$ cat config.mk
export PLATFORM = sky130hd
export DESIGN_NAME = clk_enable_gen
export DESIGN_NICKNAME = d
export VERILOG_FILES = /design/src/rtl/clk_enable_gen.sv
export SDC_FILE = /design/constraint.sdc
export NUM_CORES = 1
export LEC_CHECK = 0
export CORE_ASPECT_RATIO = 1.2
export CORE_MARGIN = 5
export CORE_UTILIZATION = 45
export CTS_BUF_LIST = sky130_fd_sc_hd__clkbuf_2 sky130_fd_sc_hd__clkbuf_4 sky130_fd_sc_hd__clkbuf_8
export CTS_CLUSTER_SIZE = 14
export DETAILED_ROUTE_END_ITERATION = 8
export SYNTH_ARGS = -nofsm -noshare
export SYNTH_HDL_FRONTEND = slang
export SYNTH_SLANG_ARGS = --single-unit
$ cat constraint.sdc
create_clock -name clock_5 -period 4.2 [get_ports clock_5]
set_clock_uncertainty 0.05 [all_clocks]
set_input_delay 1.05 -clock clock_5 [delete_from_list [all_inputs] [get_ports clock_5]]
set_output_delay 1.05 -clock clock_5 [all_outputs]
set_load 0.05 [all_outputs]
$ cat src/rtl/clk_enable_gen.sv
// clk_enable_gen: multi-channel programmable clock-enable generator.
// Each channel divides clock_5 by its own divider and emits single-cycle
// enable pulses. Periodic and one-shot modes are supported. Divider reloads
// are glitch-free, and sync_clr phase-aligns all running channels.
// Optional feature: define CLK_ENABLE_GEN_CASCADE_EN to chain the channels.
// In that build, channel n>0 counts only on the enable pulses of channel n-1.
module clk_enable_gen #(
    parameter int CHANNELS    = 4,
    parameter int CNT_WIDTH   = 21,
    parameter int DEFAULT_DIV = 10000
) (
    input  logic                 clock_5,
    input  logic                 reset,
    input  logic [CHANNELS-1:0]  ch_en,
    input  logic [CHANNELS-1:0]  oneshot,
    input  logic                 div_wr,
    input  logic [2:0]           div_sel,
    input  logic [CNT_WIDTH-1:0] div_data,
    input  logic                 sync_clr,
    output logic [CHANNELS-1:0]  enable_out,
    output logic [CHANNELS-1:0]  running
);

    typedef enum logic [1:0] {
        IDLE = 2'd0,
        RUN  = 2'd1,
        DONE = 2'd2
    } state_t;

    localparam logic [CNT_WIDTH-1:0] DIV_RST = CNT_WIDTH'(DEFAULT_DIV);
    localparam logic [CNT_WIDTH-1:0] CNT_ONE = CNT_WIDTH'(1);

    for (genvar i = 0; i < CHANNELS; i++) begin : g_ch
        state_t               state;
        logic [CNT_WIDTH-1:0] div;
        logic [CNT_WIDTH-1:0] pend;
        logic [CNT_WIDTH-1:0] cnt;
        logic [CNT_WIDTH-1:0] pend_next;
        logic                 sel;
        logic                 advance;
        logic                 last;
        logic                 pulse;
        logic                 run;

        // A write addressed to this channel. Out-of-range div_sel values never match.
        assign sel       = div_wr && (div_sel == 3'(i));
        assign pend_next = sel ? div_data : pend;
        // Use >= so that the counter can never go past DIV-1.
        assign last      = (cnt >= (div - CNT_ONE));

`ifdef CLK_ENABLE_GEN_CASCADE_EN
        if (i == 0) begin : g_head
            assign advance = 1'b1;
        end else begin : g_link
            assign advance = enable_out[i-1];
        end
`else
        assign advance = 1'b1;
`endif

        assign enable_out[i] = pulse;
        assign running[i]    = run;

        // Per-channel FSM: counter, divider reload, and registered pulse/running outputs.
        always_ff @(posedge clock_5 or negedge reset) begin
            if (!reset) begin
                state <= IDLE;
                cnt   <= '0;
                div   <= DIV_RST;
                pend  <= DIV_RST;
                pulse <= 1'b0;
                run   <= 1'b0;
            end else begin
                pend  <= pend_next;
                pulse <= 1'b0;
                case (state)
                    IDLE: begin
                        cnt <= '0;
                        div <= pend_next;
                        if (ch_en[i] && (pend_next != '0)) begin
                            state <= RUN;
                            run   <= 1'b1;
                        end
                    end
                    RUN: begin
                        if (!ch_en[i]) begin
                            state <= IDLE;
                            run   <= 1'b0;
                            cnt   <= '0;
                        end else if (sync_clr) begin
                            // Phase restart: no pulse, but a pending divider still lands.
                            cnt <= '0;
                            div <= pend_next;
                            if (pend_next == '0) begin
                                state <= IDLE;
                                run   <= 1'b0;
                            end
                        end else if (advance) begin
                            if (last) begin
                                cnt   <= '0;
                                pulse <= 1'b1;
                                div   <= pend_next;
                                if (oneshot[i]) begin
                                    state <= DONE;
                                    run   <= 1'b0;
                                end else if (pend_next == '0) begin
                                    state <= IDLE;
                                    run   <= 1'b0;
                                end
                            end else begin
                                cnt <= cnt + CNT_ONE;
                            end
                        end
                    end
                    DONE: begin
                        cnt <= '0;
                        div <= pend_next;
                        if (!ch_en[i]) begin
                            state <= IDLE;
                        end
                    end
                    default: begin
                        state <= IDLE;
                        run   <= 1'b0;
                        cnt   <= '0;
                    end
                endcase
            end
        end
    end

endmodule

-- Word-level counts from Yosys, hierarchy flattened
Index checks and enable logic that the tools add are counted.
- flip-flop bits (word level): 268
- word-level logic and storage cells: 224
- output and inout port bits: 8
- bits of input ports: 36
- bitwise gates (word level): 4
- eq/ne operators: 31
- mux-type cells: 112
- add/subtract/negate cells: 8
- magnitude comparators: 4
- reduce and logical (&&, ||, !) cells: 41
- operators with widths (cell ; count):
    21-bit 2-to-1 mux ; 32
    21-bit case mux with 2 select lines ; 4
    21-bit by 1-bit adder with 21-bit output, second input constant ; 4
    21-bit greater-or-equal comparator ; 4
    21-bit zero test ; 4
    21-bit nonzero test ; 4
    21-bit by 1-bit subtractor with 21-bit output, second input constant ; 4
    2-bit 2-to-1 mux ; 28
    1-bit 2-to-1 mux ; 40
    3-bit AND reduction ; 12
    2-bit inequality test, second input constant ; 12
    2-bit case mux with 3 select lines ; 4
    4-bit inequality test, second input constant ; 4
    3-bit inequality test, second input constant ; 4
    1-bit case mux with 3 select lines ; 4
    2-bit by 1-bit equality test with 1-bit output, second input constant ; 4
    2-bit equality test, second input constant ; 4
    1-bit logical AND ; 8
    2-bit zero test ; 4
    2-bit nonzero test ; 4
    2-bit OR reduction ; 4
    3-bit by 2-bit equality test with 1-bit output, second input constant ; 2
    1-bit inverter ; 4
    3-bit by 1-bit equality test with 1-bit output, second input constant ; 1
    3-bit zero test ; 1

-- Depth between registers and ports, before layout
- depth after elaboration: 10
- depth in mapped cells: 16

-- Least setup slack after synthesis
Ideal clock, no wire load.
- path type: register to register
- from: reg g_ch[0].div[11]
- to: reg g_ch[0].div[0]
- data arrival time: 3.582 ns
- slack: 0.443 ns
- stages on the path, launching flop included: 14
- period minus slack after synthesis: 3.757 ns
- cells stage by stage: dfrtp_1 -> or3_1 -> or4_1 -> nor3_1 -> nand2_1 -> xor2_1 -> ha_1 -> nand4_1 -> nor4_1 -> o211ai_1 -> o21ai_1 -> o31a_1 -> buf_4 -> mux2_2
- longest elaborated chain between the ends: 4
- RTL lines (element ; RTL line ; source):
    start, declared ; 35 ; logic [CNT_WIDTH-1:0] div;
    start signal, assigned ; 79 ; div <= pend_next;
    start signal, assigned ; 93 ; div <= pend_next;
    start signal, assigned ; 102 ; div <= pend_next;
    21-bit by 1-bit subtractor with 21-bit output ; 49 ; assign last = (cnt >= (div - CNT_ONE));
    21-bit greater-or-equal comparator ; 49 ;
    3-bit inequality test (no source line) ; n/a ;
    3-bit AND reduction (no source line) ; n/a ;
No other way between the ends.
A chain may end at the register's enable or synchronous reset.

-- Worst setup path in the final report
- from: reg g_ch[2].div[2]
- to: reg g_ch[2].div[16]
- longest elaborated chain between the ends: 4
- RTL lines (element ; RTL line):
    start, declared ; 35
    start signal, assigned ; 79
    start signal, assigned ; 93
    start signal, assigned ; 102
    21-bit by 1-bit subtractor with 21-bit output ; 49
    21-bit greater-or-equal comparator ; 49
    3-bit inequality test (no source line) ; n/a
    3-bit AND reduction (no source line) ; n/a
No other way between the ends.

==> results.cfg <==
[clocking]
clock-root-buffer = clkbuf_8
clk_pin_slew_ns = 0.06
cts_max_level = 2
cts_made_buffers = 45
clk_path_buf_depth = 3
tritoncts = built
clk_latency_ns = 0.56
cts.sinks = 268
cts_hold_buf = 0

[detailed_routing]
maxUsedRoutingLayer = met4
viasPerCell = 5.37
wl_met3_mm = 1.59
m1WireLength_mm = 13.2
vias = 9728
ant_nets = 0
first_pass_iters = 4
wirelength_mm = 30.1
drc = 0
wire_per_inst_microns = 16.6
drt_iter0_markers = 430
dr_wl_met2_mm = 14.8

[critical_path]
crit_type = reg2reg
r2r-end = g_ch[2].div[16]
path_max_fanout = 21
slowest_delay_ns = 0.50
crit_buf_inv = 1
r2r_slack_ns = 0.33
cp_cell_sequence = nor3_1, nand3_1, or4_1, nor4_1, xnor2_1, ha_1, and4_1, nand2_1, a21o_1, a41o_1, a31oi_2, buf_12, mux2_2
cp_slowest_cell = or4_1
start_kind = register
crit_family = simple AND/OR/NAND/NOR gates
end_kind = register
timing.rr.start = g_ch[2].div[2]
crit_required_ns = 4.58
ff2ff_path_depth = 13
worstPathArrival_ns = 4.25

[floorplan]
core_area_sq_um = 32000
die_x_microns = 174
die_y_microns = 206
start_util = 0.452
rows = 72
ios = 44
dieArea_sq_um = 35800

[synthesis]
yosys_warnings = 0
async_flop_share = 1.00
synth_compound_area_frac = 0.0457
synth-simple-area-share = 0.160
yosysTopAreaCell = dfrtp_1
synthAdderAreaFrac = 0.0796
synth-edff-count = 0
ys_ff_latch = 268
ys_types = 67
avgSynthCellArea_sq_um = 11.2
synth-seq-area-share = 0.467
syn-num-nets = 1419
synth_top_family_by_area = simple AND/OR/NAND/NOR gates
synth.top_cell.area_share = 0.394
netlist_top_cells_area = dfrtp_1, mux2_2, ha_1
syn_area_sq_um = 14500
synth_xor_xnor_area_share = 0.0914
synth_mux_area_frac = 0.137
ys.flop_type = dfrtp_1
syn-instance-count = 1291

[grt]
grt_pass1_wl_mm = 50.7
gr-total-overflow = 0
antenna_found_initial = 1
first_global_vias = 10100
grt.total_usage = 0.172
grt_max_degree = 79

[finish]
register_area_sq_um = 6760
layout_common_cells = dfrtp_1, mux2_2, nor2_1
final_nets = 1498
n_antenna_cell = 0
area_delta_synth_final_pct = 14.9
drive_gt1_frac = 0.241
n_fill_cell = 2841
final_common_cell = dfrtp_1
fin_util = 0.520
multi_input_area_sq_um = 7500

[placement]
dp_hpwl_mm = 22.0
port_buffers = 43
gp_congestion = 0.798

[flow_run]
max_cap_viol_count = 0

[timing]
period_needed_ns = 3.87
max_slew_margin = 0.443
tightest_slew_ns = 0.815
slew_viol_final = 0
setup_viol = 0
finalSetupTns_ns = 0
fin_crit_sh = 0.921
hold_viol = 0
fmax_mhz = 259
grt_setup_unrepaired = no

[power]
total_power_mw = 7.90
p_leak_nw = 6.96
powerDensity_nw_per_um2 = 476
ir_drop_mv = 0.235

[run_status]
outcome = complete, no violations

[min_path]
hold_path.class = in2async
flip-flops by register name, summed over array words and instances, names as in the netlist:
name / cells
g_ch.pulse: 4
g_ch.state: 8
g_ch.run: 4
g_ch.cnt: 84
g_ch.div: 84
g_ch.pend: 84
area by class of cell:
type | instances | share of cell area
flip-flops and latches | 268 | 0.407
repair buffers | 68 | 0.0415
well taps | 407 | 0.0306
multi-input cells | 964 | 0.451
clock inverters | 15 | 0.0125
inverters | 23 | 0.00520
clock buffers | 66 | 0.0524
synthesized netlist by cell type, types with 6 or more instances:
master / n
buf_4: 10
mux2_4: 20
mux2_2: 149
nand2b_1: 6
dfstp_2: 40
and4_1: 11
nor3_1: 33
nand4_1: 24
ha_1: 92
xnor2_1: 89
nor2_1: 140
nor2b_1: 14
or4_1: 11
buf_2: 8
nand3_1: 38
nand2_1: 82
clkbuf_1: 12
dfrtp_1: 228
and3_1: 24
nor4_1: 46
inv_1: 22
nand3b_1: 6
o21ai_0: 15
xor2_1: 62
o21a_1: 6
a21oi_1: 33
kinds of logic after synthesis:
logic type | count (synthesis)
buf+inv | 59
fa+ha+maj | 92
compound gates | 96
mux | 169
xor+xnor | 151
flops | 268
simple gates | 456
per-stage QoR:
| step | instance area, sq um | setup slack [ns] | hold slack, ns | instances |
|---|---|---|---|---|
| 3_3_place_gp | 15500 | 0.171 | 0.424 | 1729 |
| 6_report | 16600 | 0.332 | 0.429 | 1811 |
| 5_1_grt | 16600 | 0.0459 | 0.445 | 1811 |
| 4_1_cts | 16500 | 0.0161 | 0.421 | 1810 |
| 2_1_floorplan | 14500 | 0.443 | 0.393 | 1291 |
| 3_5_place_dp | 15500 | 0.0168 | 0.429 | 1729 |
layer usage:
metal	up-vias	GRT usage
met2	136	0.298
li1	4784	-
met4	0	0.0427
met1	4768	0.224
met5	-	0
met3	40	0.0331
worst max path at each step:
stage	start	to	slack [ns]	depth (start not counted)
detailed placement	g_ch[0].div[3]	g_ch[0].div[1]	0.02	14
CTS	g_ch[0].div[3]	g_ch[0].div[1]	0.02	14
finish	g_ch[2].div[2]	g_ch[2].div[16]	0.33	13
global route	g_ch[3].div[11]	g_ch[3].div[15]	0.05	12
floorplan	g_ch[0].div[11]	g_ch[0].div[0]	0.44	13
global placement	g_ch[0].div[3]	g_ch[0].div[0]	0.17	14
repair_timing:
item / 4_1_cts / 5_1_grt
resized for setup: 0 / 11
buffers inserted: 0 / 1
endpoints found under the hold margin: 0 / 0
setup endpoints to repair: 0 / 81
power breakdown:
group	internal, mW	leakage [nW]	total (mW)	switching (mW)
Combinational	0.879	3.07	1.65	0.774
Clock	1.64	0.557	2.73	1.08
Sequential	3.10	3.33	3.53	0.427
Total	5.62	6.96	7.90	2.28
Power figures use the tool's default switching activity.
